===== config.mk =====
export PLATFORM = sky130hd
export DESIGN_NAME = ddr_burst_arb
export DESIGN_NICKNAME = d
export VERILOG_FILES = /design/src/rtl/ddr_burst_arb.sv
export SDC_FILE = /design/constraint.sdc
export NUM_CORES = 1
export LEC_CHECK = 0
export CAP_MARGIN = 20
export CORE_AREA = 8 8 231 233
export CTS_CLUSTER_DIAMETER = 200
export DETAILED_ROUTE_END_ITERATION = 7
export DIE_AREA = 0 0 239 241
export GPL_TIMING_DRIVEN = 0
export PLACE_DENSITY = 0.46
export SETUP_SLACK_MARGIN = 0.02
export SLEW_MARGIN = 20
export SYNTH_ARGS = -nofsm -noshare
export SYNTH_HDL_FRONTEND = slang
export SYNTH_SLANG_ARGS = --single-unit
export TNS_END_PERCENT = 30

===== constraint.sdc =====
create_clock -name clk -period 3.45 [get_ports clk]
set_input_delay 0.345 -clock clk [delete_from_list [all_inputs] [get_ports clk]]
set_output_delay 0.345 -clock clk [all_outputs]
set_load 0.05 [all_outputs]

===== src/rtl/ddr_burst_arb.sv =====
// ddr_burst_arb: shares one ddr_ctrl user port between CH_NUM channels, one read or write
// burst at a time, using round-robin (MODE=0) or read-priority (MODE=1) selection.
module ddr_burst_arb #(
  parameter int CH_NUM  = 4,
  parameter int ADDR_W  = 25,
  parameter int DATA_W  = 32,
  parameter int LEN_W   = 10,
  parameter int MODE    = 0,
  parameter int TIMEOUT = 4096,
  localparam int CH_W   = $clog2(CH_NUM)
) (
  input  logic                     clk,
  input  logic                     rst,
  input  logic                     ddr_init_done,
  input  logic [CH_NUM-1:0]        ch_wr_req,
  input  logic [CH_NUM-1:0]        ch_rd_req,
  input  logic [CH_NUM*ADDR_W-1:0] ch_wr_addr,
  input  logic [CH_NUM*ADDR_W-1:0] ch_rd_addr,
  input  logic [CH_NUM*LEN_W-1:0]  ch_wr_len,
  input  logic [CH_NUM*LEN_W-1:0]  ch_rd_len,
  input  logic [CH_NUM*DATA_W-1:0] ch_wr_data,
  output logic [CH_NUM-1:0]        ch_wr_data_req,
  output logic [CH_NUM-1:0]        ch_wr_finish,
  output logic [CH_NUM-1:0]        ch_rd_finish,
  output logic [DATA_W-1:0]        ch_rd_data,
  output logic [CH_NUM-1:0]        ch_rd_data_valid,
  output logic                     wr_burst_req,
  output logic                     rd_burst_req,
  output logic [ADDR_W-1:0]        wr_burst_addr,
  output logic [ADDR_W-1:0]        rd_burst_addr,
  output logic [LEN_W-1:0]         wr_burst_len,
  output logic [LEN_W-1:0]         rd_burst_len,
  output logic [DATA_W-1:0]        wr_burst_data,
  input  logic                     wr_burst_data_req,
  input  logic                     wr_burst_finish,
  input  logic                     rd_burst_finish,
  input  logic                     rd_burst_data_valid,
  input  logic [DATA_W-1:0]        rd_burst_data,
  output logic [CH_W-1:0]          cur_ch,
  output logic                     cur_rd,
  output logic                     busy,
  output logic                     err_timeout,
  output logic [1:0]               dbg_state
);

  localparam int SLOTS  = 2 * CH_NUM;
  localparam int SLOT_W = $clog2(SLOTS);
  localparam int SW1    = SLOT_W + 1;
  localparam int CW1    = CH_W + 1;
  localparam int CNT_W  = $clog2(TIMEOUT) + 1;

  typedef enum logic [1:0] {S_IDLE = 2'd0, S_WR = 2'd1, S_RD = 2'd2, S_GAP = 2'd3} state_t;

  state_t             state_q, state_d;
  logic [CH_W-1:0]    cur_ch_q, cur_ch_d;
  logic               cur_rd_q, cur_rd_d;
  logic [ADDR_W-1:0]  addr_q, addr_d;
  logic [LEN_W-1:0]   len_q, len_d;
  logic [SLOT_W-1:0]  ptr_q, ptr_d;
  logic [CH_W-1:0]    wr_ptr_q, wr_ptr_d, rd_ptr_q, rd_ptr_d;
  logic [CNT_W-1:0]   wdog_q, wdog_d;
  logic               err_q, err_d;

  logic               grant_vld, grant_rd, grant;
  logic [CH_W-1:0]    grant_ch;
  logic               zero_len, in_burst, fin_in, wdog_hit, burst_end;
  logic [SLOTS-1:0]   req_vec;

  // Handshake: channel requests are levels held until their own finish pulse; *_burst_req
  // holds until ddr_ctrl finishes; data_req/data_valid pass through with zero latency.
  assign req_vec   = {ch_rd_req, ch_wr_req};
  assign zero_len  = (len_q == '0);
  assign in_burst  = (state_q == S_WR) || (state_q == S_RD);
  assign fin_in    = cur_rd_q ? rd_burst_finish : wr_burst_finish;
  assign wdog_hit  = !zero_len && !fin_in && (wdog_q == CNT_W'(TIMEOUT - 1));
  assign burst_end = in_burst && (zero_len || fin_in || wdog_hit);
  assign grant     = (state_q == S_IDLE) && ddr_init_done && grant_vld;

  always_comb begin : p_search
    logic [SW1-1:0] sum;
    logic [CW1-1:0] csum;
    grant_vld = 1'b0;
    grant_rd  = 1'b0;
    grant_ch  = '0;
    sum       = '0;
    csum      = '0;
    if (MODE == 0) begin
      for (int i = 0; i < SLOTS; i++) begin
        sum = SW1'(ptr_q) + SW1'(i);
        if (sum >= SW1'(SLOTS)) sum = sum - SW1'(SLOTS);
        if (!grant_vld && req_vec[sum[SLOT_W-1:0]]) begin
          grant_vld = 1'b1;
          grant_rd  = (sum >= SW1'(CH_NUM));
          grant_ch  = grant_rd ? CH_W'(sum - SW1'(CH_NUM)) : CH_W'(sum);
        end
      end
    end else begin
      // Reads are searched first; writes only win when no read is pending at all.
      for (int i = 0; i < CH_NUM; i++) begin
        csum = CW1'(rd_ptr_q) + CW1'(i);
        if (csum >= CW1'(CH_NUM)) csum = csum - CW1'(CH_NUM);
        if (!grant_vld && ch_rd_req[csum[CH_W-1:0]]) begin
          grant_vld = 1'b1;
          grant_rd  = 1'b1;
          grant_ch  = csum[CH_W-1:0];
        end
      end
      for (int i = 0; i < CH_NUM; i++) begin
        csum = CW1'(wr_ptr_q) + CW1'(i);
        if (csum >= CW1'(CH_NUM)) csum = csum - CW1'(CH_NUM);
        if (!grant_vld && ch_wr_req[csum[CH_W-1:0]]) begin
          grant_vld = 1'b1;
          grant_rd  = 1'b0;
          grant_ch  = csum[CH_W-1:0];
        end
      end
    end
  end

  always_ff @(posedge clk) begin
    if (rst) begin
      state_q  <= S_IDLE;
      cur_ch_q <= '0;
      cur_rd_q <= 1'b0;
      addr_q   <= '0;
      len_q    <= '0;
      ptr_q    <= '0;
      wr_ptr_q <= '0;
      rd_ptr_q <= '0;
      wdog_q   <= '0;
      err_q    <= 1'b0;
    end else begin
      state_q  <= state_d;
      cur_ch_q <= cur_ch_d;
      cur_rd_q <= cur_rd_d;
      addr_q   <= addr_d;
      len_q    <= len_d;
      ptr_q    <= ptr_d;
      wr_ptr_q <= wr_ptr_d;
      rd_ptr_q <= rd_ptr_d;
      wdog_q   <= wdog_d;
      err_q    <= err_d;
    end
  end

  always_comb begin : p_next
    logic [SW1-1:0] slot_nx;
    logic [CW1-1:0] ch_nx;
    state_d  = state_q;
    cur_ch_d = cur_ch_q;
    cur_rd_d = cur_rd_q;
    addr_d   = addr_q;
    len_d    = len_q;
    ptr_d    = ptr_q;
    wr_ptr_d = wr_ptr_q;
    rd_ptr_d = rd_ptr_q;
    wdog_d   = in_burst ? wdog_q + CNT_W'(1) : wdog_q;
    err_d    = err_q | (in_burst && wdog_hit);
    slot_nx  = grant_rd ? SW1'(grant_ch) + SW1'(CH_NUM) + SW1'(1) : SW1'(grant_ch) + SW1'(1);
    if (slot_nx >= SW1'(SLOTS)) slot_nx = '0;
    ch_nx    = CW1'(grant_ch) + CW1'(1);
    if (ch_nx >= CW1'(CH_NUM)) ch_nx = '0;
    case (state_q)
      S_IDLE: begin
        if (grant) begin
          state_d  = grant_rd ? S_RD : S_WR;
          cur_ch_d = grant_ch;
          cur_rd_d = grant_rd;
          addr_d   = grant_rd ? ch_rd_addr[int'(grant_ch)*ADDR_W +: ADDR_W]
                              : ch_wr_addr[int'(grant_ch)*ADDR_W +: ADDR_W];
          len_d    = grant_rd ? ch_rd_len[int'(grant_ch)*LEN_W +: LEN_W]
                              : ch_wr_len[int'(grant_ch)*LEN_W +: LEN_W];
          wdog_d   = '0;
          ptr_d    = SLOT_W'(slot_nx);
          if (grant_rd) rd_ptr_d = CH_W'(ch_nx);
          else          wr_ptr_d = CH_W'(ch_nx);
        end
      end
      S_WR, S_RD: if (burst_end) state_d = S_GAP;
      default:    state_d = S_IDLE;
    endcase
  end

  always_comb begin : p_out
    wr_burst_req     = (state_q == S_WR) && !zero_len;
    rd_burst_req     = (state_q == S_RD) && !zero_len;
    ch_wr_data_req   = '0;
    ch_wr_finish     = '0;
    ch_rd_finish     = '0;
    ch_rd_data_valid = '0;
    wr_burst_data    = '0;
    ch_rd_data       = '0;
    if (state_q == S_WR) begin
      wr_burst_data            = ch_wr_data[int'(cur_ch_q)*DATA_W +: DATA_W];
      ch_wr_data_req[cur_ch_q] = wr_burst_data_req;
      ch_wr_finish[cur_ch_q]   = burst_end;
    end
    if (state_q == S_RD) begin
      ch_rd_data                 = rd_burst_data;
      ch_rd_data_valid[cur_ch_q] = rd_burst_data_valid;
      ch_rd_finish[cur_ch_q]     = burst_end;
    end
  end

  assign wr_burst_addr = addr_q;
  assign rd_burst_addr = addr_q;
  assign wr_burst_len  = len_q;
  assign rd_burst_len  = len_q;
  assign cur_ch        = cur_ch_q;
  assign cur_rd        = cur_rd_q;
  assign busy          = (state_q != S_IDLE);
  assign err_timeout   = err_q;
  assign dbg_state     = state_q;

endmodule


# --- Word level (Yosys, flattened, before mapping) ---
# Index checks and enable logic that the tools add are counted.
word_totals:
  latchBits: 0
  inputBits: 455
  romBits: 0
  elab_cells: 188
  ram_bits: 0
  n_memories: 0
  out_inout_bits: 159
  regBits: 57
classes:
  shifts: 5
  n_mul: 2
  div_mod_pow: 0
  addsub: 27
  eq_ne: 5
  bitwise_logic: 4
  mux: 76
  n_lt_le_gt_ge: 27
  n_reduce_logical: 34
op_table:
  columns: ["op", "count"]
  rows:
  - ["128-bit by 8-bit indexed part select with 32-bit output", 1]
  - ["100-bit by 32-bit indexed part select with 25-bit output", 1]
  - ["100-bit by 8-bit indexed part select with 25-bit output", 1]
  - ["32-bit two-way mux", 2]
  - ["4-bit two-way mux", 13]
  - ["40-bit by 32-bit indexed part select with 10-bit output", 1]
  - ["40-bit by 7-bit indexed part select with 10-bit output", 1]
  - ["13-bit two-way mux", 3]
  - ["2-bit two-way mux", 19]
  - ["4-bit by 3-bit greater-or-equal comparator with 1-bit output, second input constant", 8]
  - ["4-bit greater-or-equal comparator, second input constant", 8]
  - ["3-bit by 4-bit less-than comparator with 1-bit output, second input constant", 8]
  - ["4-bit subtractor, second input constant", 7]
  - ["1-bit two-way mux", 26]
  - ["25-bit two-way mux", 1]
  - ["1-bit binary-select mux with 3-bit select", 8]
  - ["3-bit by 3-bit adder with 4-bit output, second input constant", 4]
  - ["1-bit logical AND", 16]
  - ["2-bit by 1-bit subtractor with 2-bit output, second input constant", 8]
  - ["13-bit by 1-bit adder with 13-bit output, second input constant", 1]
  - ["13-bit by 12-bit == test with 1-bit output, second input constant", 1]
  - ["4-bit AND", 3]
  - ["10-bit zero test", 1]
  - ["10-bit two-way mux", 1]
  - ["24 further kinds", 37]

# --- Longest topological paths before layout ---
logic_depth:
  word_depth: 31
  depth_mapped: 20
  depth_no_buf: 15

# --- Least setup slack after synthesis ---
# OpenSTA, ideal clock, no wires.
synth_path:
  path_kind: "register -> register"
  startpoint: "register ptr_q[1]"
  endpoint: "register ptr_q[2]"
  n_path_buf: 6
  required_time_ns: 3.318
  synth_period_minus_slack_ns: 3.717
  stages_incl_launch_ff: 20
  setup_slack_ns: -0.267
  t_arrival_ns: 3.585
  cell_sequence: "dfxtp_1 > buf_2 > buf_2 > inv_1 > ha_1 > buf_6 > mux4_2 > mux2i_1 > nand2b_1 > a21boi_1 > o2111ai_1 > and3_1 > buf_6 > inv_6 > buf_8 > buf_4 > ha_1 > ha_1 > nand3b_1 > a21oi_1"
synth_between:
  elab_chain_len: 31
synth_rtl:
  columns: ["item", "line_no", "source"]
  rows:
  - ["start: declaration", "59", "logic [SLOT_W-1:0] ptr_q, ptr_d;"]
  - ["start signal: assignment", "138", "ptr_q <= ptr_d;"]
  - ["parallel branches: the longest is 25 deep, another holds 3-bit by 1-bit adder with 4-bit output", null, null]
  - ["2-bit two-way mux *", "91", "if (!grant_vld && req_vec[sum[SLOT_W-1:0]]) begin"]
  - ["via grant_ch[0]", "65", "logic [CH_W-1:0] grant_ch;"]
  - ["2-bit by 3-bit adder with 4-bit output", "159", "slot_nx = grant_rd ? SW1'(grant_ch) + SW1'(CH_NUM) + SW1'(1) : SW1'(grant_ch) + SW1'(1);"]
  - ["4-bit by 1-bit adder with 4-bit output", "159", null]
  - ["4-bit two-way mux *", "159", null]
  - ["4-bit greater-or-equal comparator", "160", "if (slot_nx >= SW1'(SLOTS)) slot_nx = '0;"]
  - ["3-bit two-way mux *", "160", null]
# Mark *: on every way through the listed nets, which the timed path passes. The select of a mux whose other input is x is not followed.
# A chain may end at the register's enable or synchronous reset.

# --- Final worst setup path ---
layout_path:
  startpoint: "register ptr_q[1]"
  endpoint: "register addr_q[8] (netlist: rd_burst_addr[8])"
layout_lines:
  columns: ["item", "line_no", "source"]
  rows:
  - ["parallel branches: the longest is 25 deep, another holds 3-bit by 1-bit adder with 4-bit output", null, null]
  - ["1-bit two-way mux *", "91", null]
  - ["via grant_rd", "64", "logic grant_vld, grant_rd, grant;"]
  - ["25-bit two-way mux *", "169", "addr_d = grant_rd ? ch_rd_addr[int'(grant_ch)*ADDR_W +: ADDR_W]"]
  - ["end signal: assignment", "136", "addr_q <= addr_d;"]
  - ["end: declaration", "57", "logic [ADDR_W-1:0] addr_q, addr_d;"]
# Marked as above.

==> metrics.md <==
| Metric | Value |
|---|---|
| Post-route clock period utilization | `106%` |
| Final hold violation count | `0` |
| Vias in the first global route | `10,500` |
| Fin Clk Skew | `0.0188 ns` |
| Worst Path Required | `3.74 ns` |
| Syn nets | `1,303` |
| Worst-path fanout max | `6` |
| Sink Count | `57` |
| Worst reg2reg path depth | `18` |
| Pin count of the biggest net entering global routing | `12` |
| Final #Nets | `1,991` |
| Fin util | `33.4%` |
| Post-layout min period | `3.65 ns` |
| DP HPWL | `50,900 um` |
| Mapped Cells | `836` |
| Die height | `241 um` |
| Syn-to-layout area delta | `135%` |
| Overflow after GRT | `0` |
| Mapped Avg Cell Area | `8.44 um^2` |
| Number of enable flip-flop cells after synthesis | `0` |
| Initial DRC count | `424` |
| Placed cell count | `2,120` |
| I/O pin count | `614` |
| ANT nets after route | `0` |
| Rel. slew slack | `46.4%` |
| Seq cells post-synth | `57` |
| Crit path capture | `rd_burst_addr[8]$_SDFFE_PP0P_` |
| Global-route wire length before repair | `81,800 um` |
| Multiplexer area fraction after synthesis | `27.3%` |
| Core ar. | `49,700 um^2` |
| Layout cells sized above 1 | `22.9%` |
| Number of CTS-inserted buffers | `9` |
| Vias | `9,710` |
| Setup ws final | `-0.200 ns` |
| Clock Path Buffers | `2` |
| Max Clock Freq | `274 MHz` |
| Top FF cell, synth | `dfxtp_1` |
| Reg2reg start | `ptr_q[1]$_SDFFE_PP0P_` |
| CTS Root Cell | `clkbuf_16` |
| Slowest-stage cell, CP | `mux4_2` |
| Fillers | `5,224` |
| Critical path, cell by cell | `buf_6, buf_8, inv_8, ha_4, mux4_2, mux2i_4, nand2b_4, buf_6, a22oi_2, a311oi_2, o22ai_4, buf_6, and2_4, buf_12, buf_12, buf_16, a32oi_1, a31o_1` |
| Finish-stage setup viols | `37` |
| Worst-skew pair later-pin latency | `0.36 ns` |
| Peak supply drop | `0.640 mV` |
| Slew Limit Fails | `0` |
| Wire per inst | `27.9 um` |
| Initial Utilization | `14.2%` |
| Worst path depth | `18` |
| Final wirelength | `61,500 um` |
| Outcome | `complete, but fails checks` |
| Share of flip-flops with an asynchronous set or reset | `0%` |
| Port Buffers | `612` |
| Place WS | `-1.09 ns` |
| Total GRT Usage | `20.0%` |
| Post-CTS Hold Fix Bufs | `0` |
| WP data arrival | `3.94 ns` |
| Syn. warnings | `0` |
| Post-Synth Adder-Cell Area | `2.13%` |
| Cell Area, Synth | `7060 um^2` |
| Worst-path clk slew | `0.06 ns` |
| H-tree levels | `3` |
| CP Buf/Inv Count | `8` |
| Fin cells | `2,206` |
| Initial antenna violation count | `20` |
| Failing checks | `negative setup slack` |
| Crit path max-delay family | `buffers and inverters` |
| Critical Path Source Type | `flop` |
| RSZ-0062 raised after global routing | `true` |
| DRC errors left | `0` |
| Site row count | `82` |
| Unique masters post-synth | `62` |
| Critical Path Max Stage Delay | `0.54 ns` |
| Critical path endpoint category | `flop` |
| Leak | `5.96 nW` |
| Maxcap violations | `0` |
| Drt via density | `4.40` |
| Worst reg2reg path endpoint | `rd_burst_addr[8]$_SDFFE_PP0P_` |
| CP Class | `flop to flop` |
| Worst hold path class | `flop to flop` |
| Compound-Gate Fraction of Synth Area | `18.2%` |
| DRT Pass-1 Iters | `5` |
| CP startpoint | `ptr_q[1]$_SDFFE_PP0P_` |
| Hold Crit Depth | `2` |
| Pwr Density | `1290 nW/um^2` |
| CTS tree | `built` |
| XOR/XNOR Fraction of Synth Area | `1.60%` |
| Simple-Gate Fraction of Synth Area | `23.9%` |
| Largest family of logic cells by synthesized area | `multiplexers` |
| Die ar. | `57,600 um^2` |
| GPL Wtd Cong | `0.997` |
| Top cell by count, worst path | `buf_6` |
| Reg2Reg Setup Slack | `-0.20 ns` |
| Die width | `239 um` |
| Worst Tran Pin Value | `0.801 ns` |
| Register area share after synthesis | `16.2%` |
[logic make-up after synthesis]
logic type	count (synthesis)
and+or+nand+nor	345
AOI/OAI and AO/OA	152
muxes	136
buffers and inverters	122
DFF	57
xor gates and xnor gates	12
adders and majority gates	12
[routing by layer]
metal	vias up	track usage [%]	share of wire (%)	wire length, um
met1	4671	19.9	35	21800
met4	12	5.55	2.8	1750
met5	-	0	0.13	81
met3	85	6.17	7.7	4710
li1	4466	-	-	-
met2	476	39.3	54	33100
[area by class of cell]
| class | instances | area [um^2] | share of cell area (%) |
|---|---|---|---|
| Inverter | 12 | 77.6 | 0.468 |
| Tap cell | 672 | 841 | 5.08 |
| Sequential cell | 57 | 1150 | 6.93 |
| Multi-Input combinational cell | 657 | 6070 | 36.6 |
| Timing Repair Buffer | 681 | 7060 | 42.6 |
| Clock inverter | 6 | 42.5 | 0.257 |
| Antenna cell | 5 | 12.5 | 0.0755 |
| Buffer | 106 | 1080 | 6.55 |
| Clock buffer | 10 | 239 | 1.44 |
[worst reg2reg max path, stage by stage, from the launching register on]
cell      delay, ns
dfxtp_2        0.34
buf_6          0.11
buf_8          0.11
inv_8          0.04
ha_4           0.34
mux4_2         0.54
mux2i_4        0.24
nand2b_4       0.19
buf_6          0.09
a22oi_2        0.05
a311oi_2       0.35
o22ai_4        0.17
buf_6          0.16
and2_4         0.17
buf_12         0.14
buf_12         0.13
buf_16         0.13
a32oi_1        0.16
a31o_1         0.16
[per-stage QoR]
step	TNS [ns]	total power, mW	hold slack, ns	instance area (um^2)
global placement	-47.18	14.2	0.467	14100
CTS	-5.84	20.7	0.487	16200
detailed placement	-49.12	14.2	0.474	14100
global route	-9.56	22.5	0.546	16600
finish	-4.92	21.4	0.483	16600
floorplan	0	9.35	0.454	7130
[where the power goes]
| group | switching (mW) | internal, mW | total (mW) | leakage, nW |
|---|---|---|---|---|
| clock | 0.393 | 0.508 | 0.901 | 0.135 |
| combinational | 10.0 | 9.47 | 19.5 | 5.35 |
| sequential | 0.179 | 0.835 | 1.01 | 0.468 |
[cell usage after synthesis (all sizes together) (4+ instances only)]
library cell    n  area share (%)
nand2         159             8.5
mux2i          90              13
buf            76             8.1
a32oi          70             8.7
and2           68             6.0
dfxtp          57              16
mux4           45              14
nor2           44             2.4
a31o           35             4.3
nor3b          35             3.7
clkbuf         34             2.0
ha             12             2.1
inv            12            0.71
nand3          12            0.85
a21oi           9            0.69
o21ai           9            0.64
xor2            7            0.87
nand2b          5            0.44
xnor2           5            0.73
and3            4            0.35
nor3            4            0.28
[registers in the layout, indices dropped and copies added (netlist names)]
signal,cells
cur_ch,2
cur_rd,1
dbg_state,2
err_timeout,1
ptr_q,3
rd_burst_addr,25
rd_burst_len,10
wdog_q,13
[worst min path at each step]
stage	to	startpoint
floorplan	wdog_q[12]$_SDFF_PP0_	wdog_q[12]$_SDFF_PP0_
global placement	err_timeout$_SDFF_PP0_	err_timeout$_SDFF_PP0_
detailed placement	err_timeout$_SDFF_PP0_	err_timeout$_SDFF_PP0_
CTS	err_timeout$_SDFF_PP0_	err_timeout$_SDFF_PP0_
global route	err_timeout$_SDFF_PP0_	err_timeout$_SDFF_PP0_
finish	err_timeout$_SDFF_PP0_	err_timeout$_SDFF_PP0_
[timing repair]
action                     4_1_cts  5_1_grt
resized for setup              226       91
hold endpoints to repair         0        0
buffers inserted                46       12
pin swaps                       56       48
cloned                          13        3
setup endpoints to repair       94       60
[layout by cell type, fill, tap and decap left out, types with 32 or more instances in the layout]
cell | netlist | layout
and2_1 | 68 | 66
buf_4 | 46 | 67
buf_12 | 0 | 35
dfxtp_1 | 57 | 54
nor2_1 | 42 | 42
a32oi_1 | 70 | 32
nand2_1 | 159 | 147
mux2i_1 | 89 | 53
mux4_2 | 45 | 45
a31o_1 | 35 | 35
clkdlybuf4s50_1 | 0 | 604
nor3b_1 | 35 | 35
a32oi_2 | 0 | 33
Note: power is estimated with default switching activity, not from simulation.
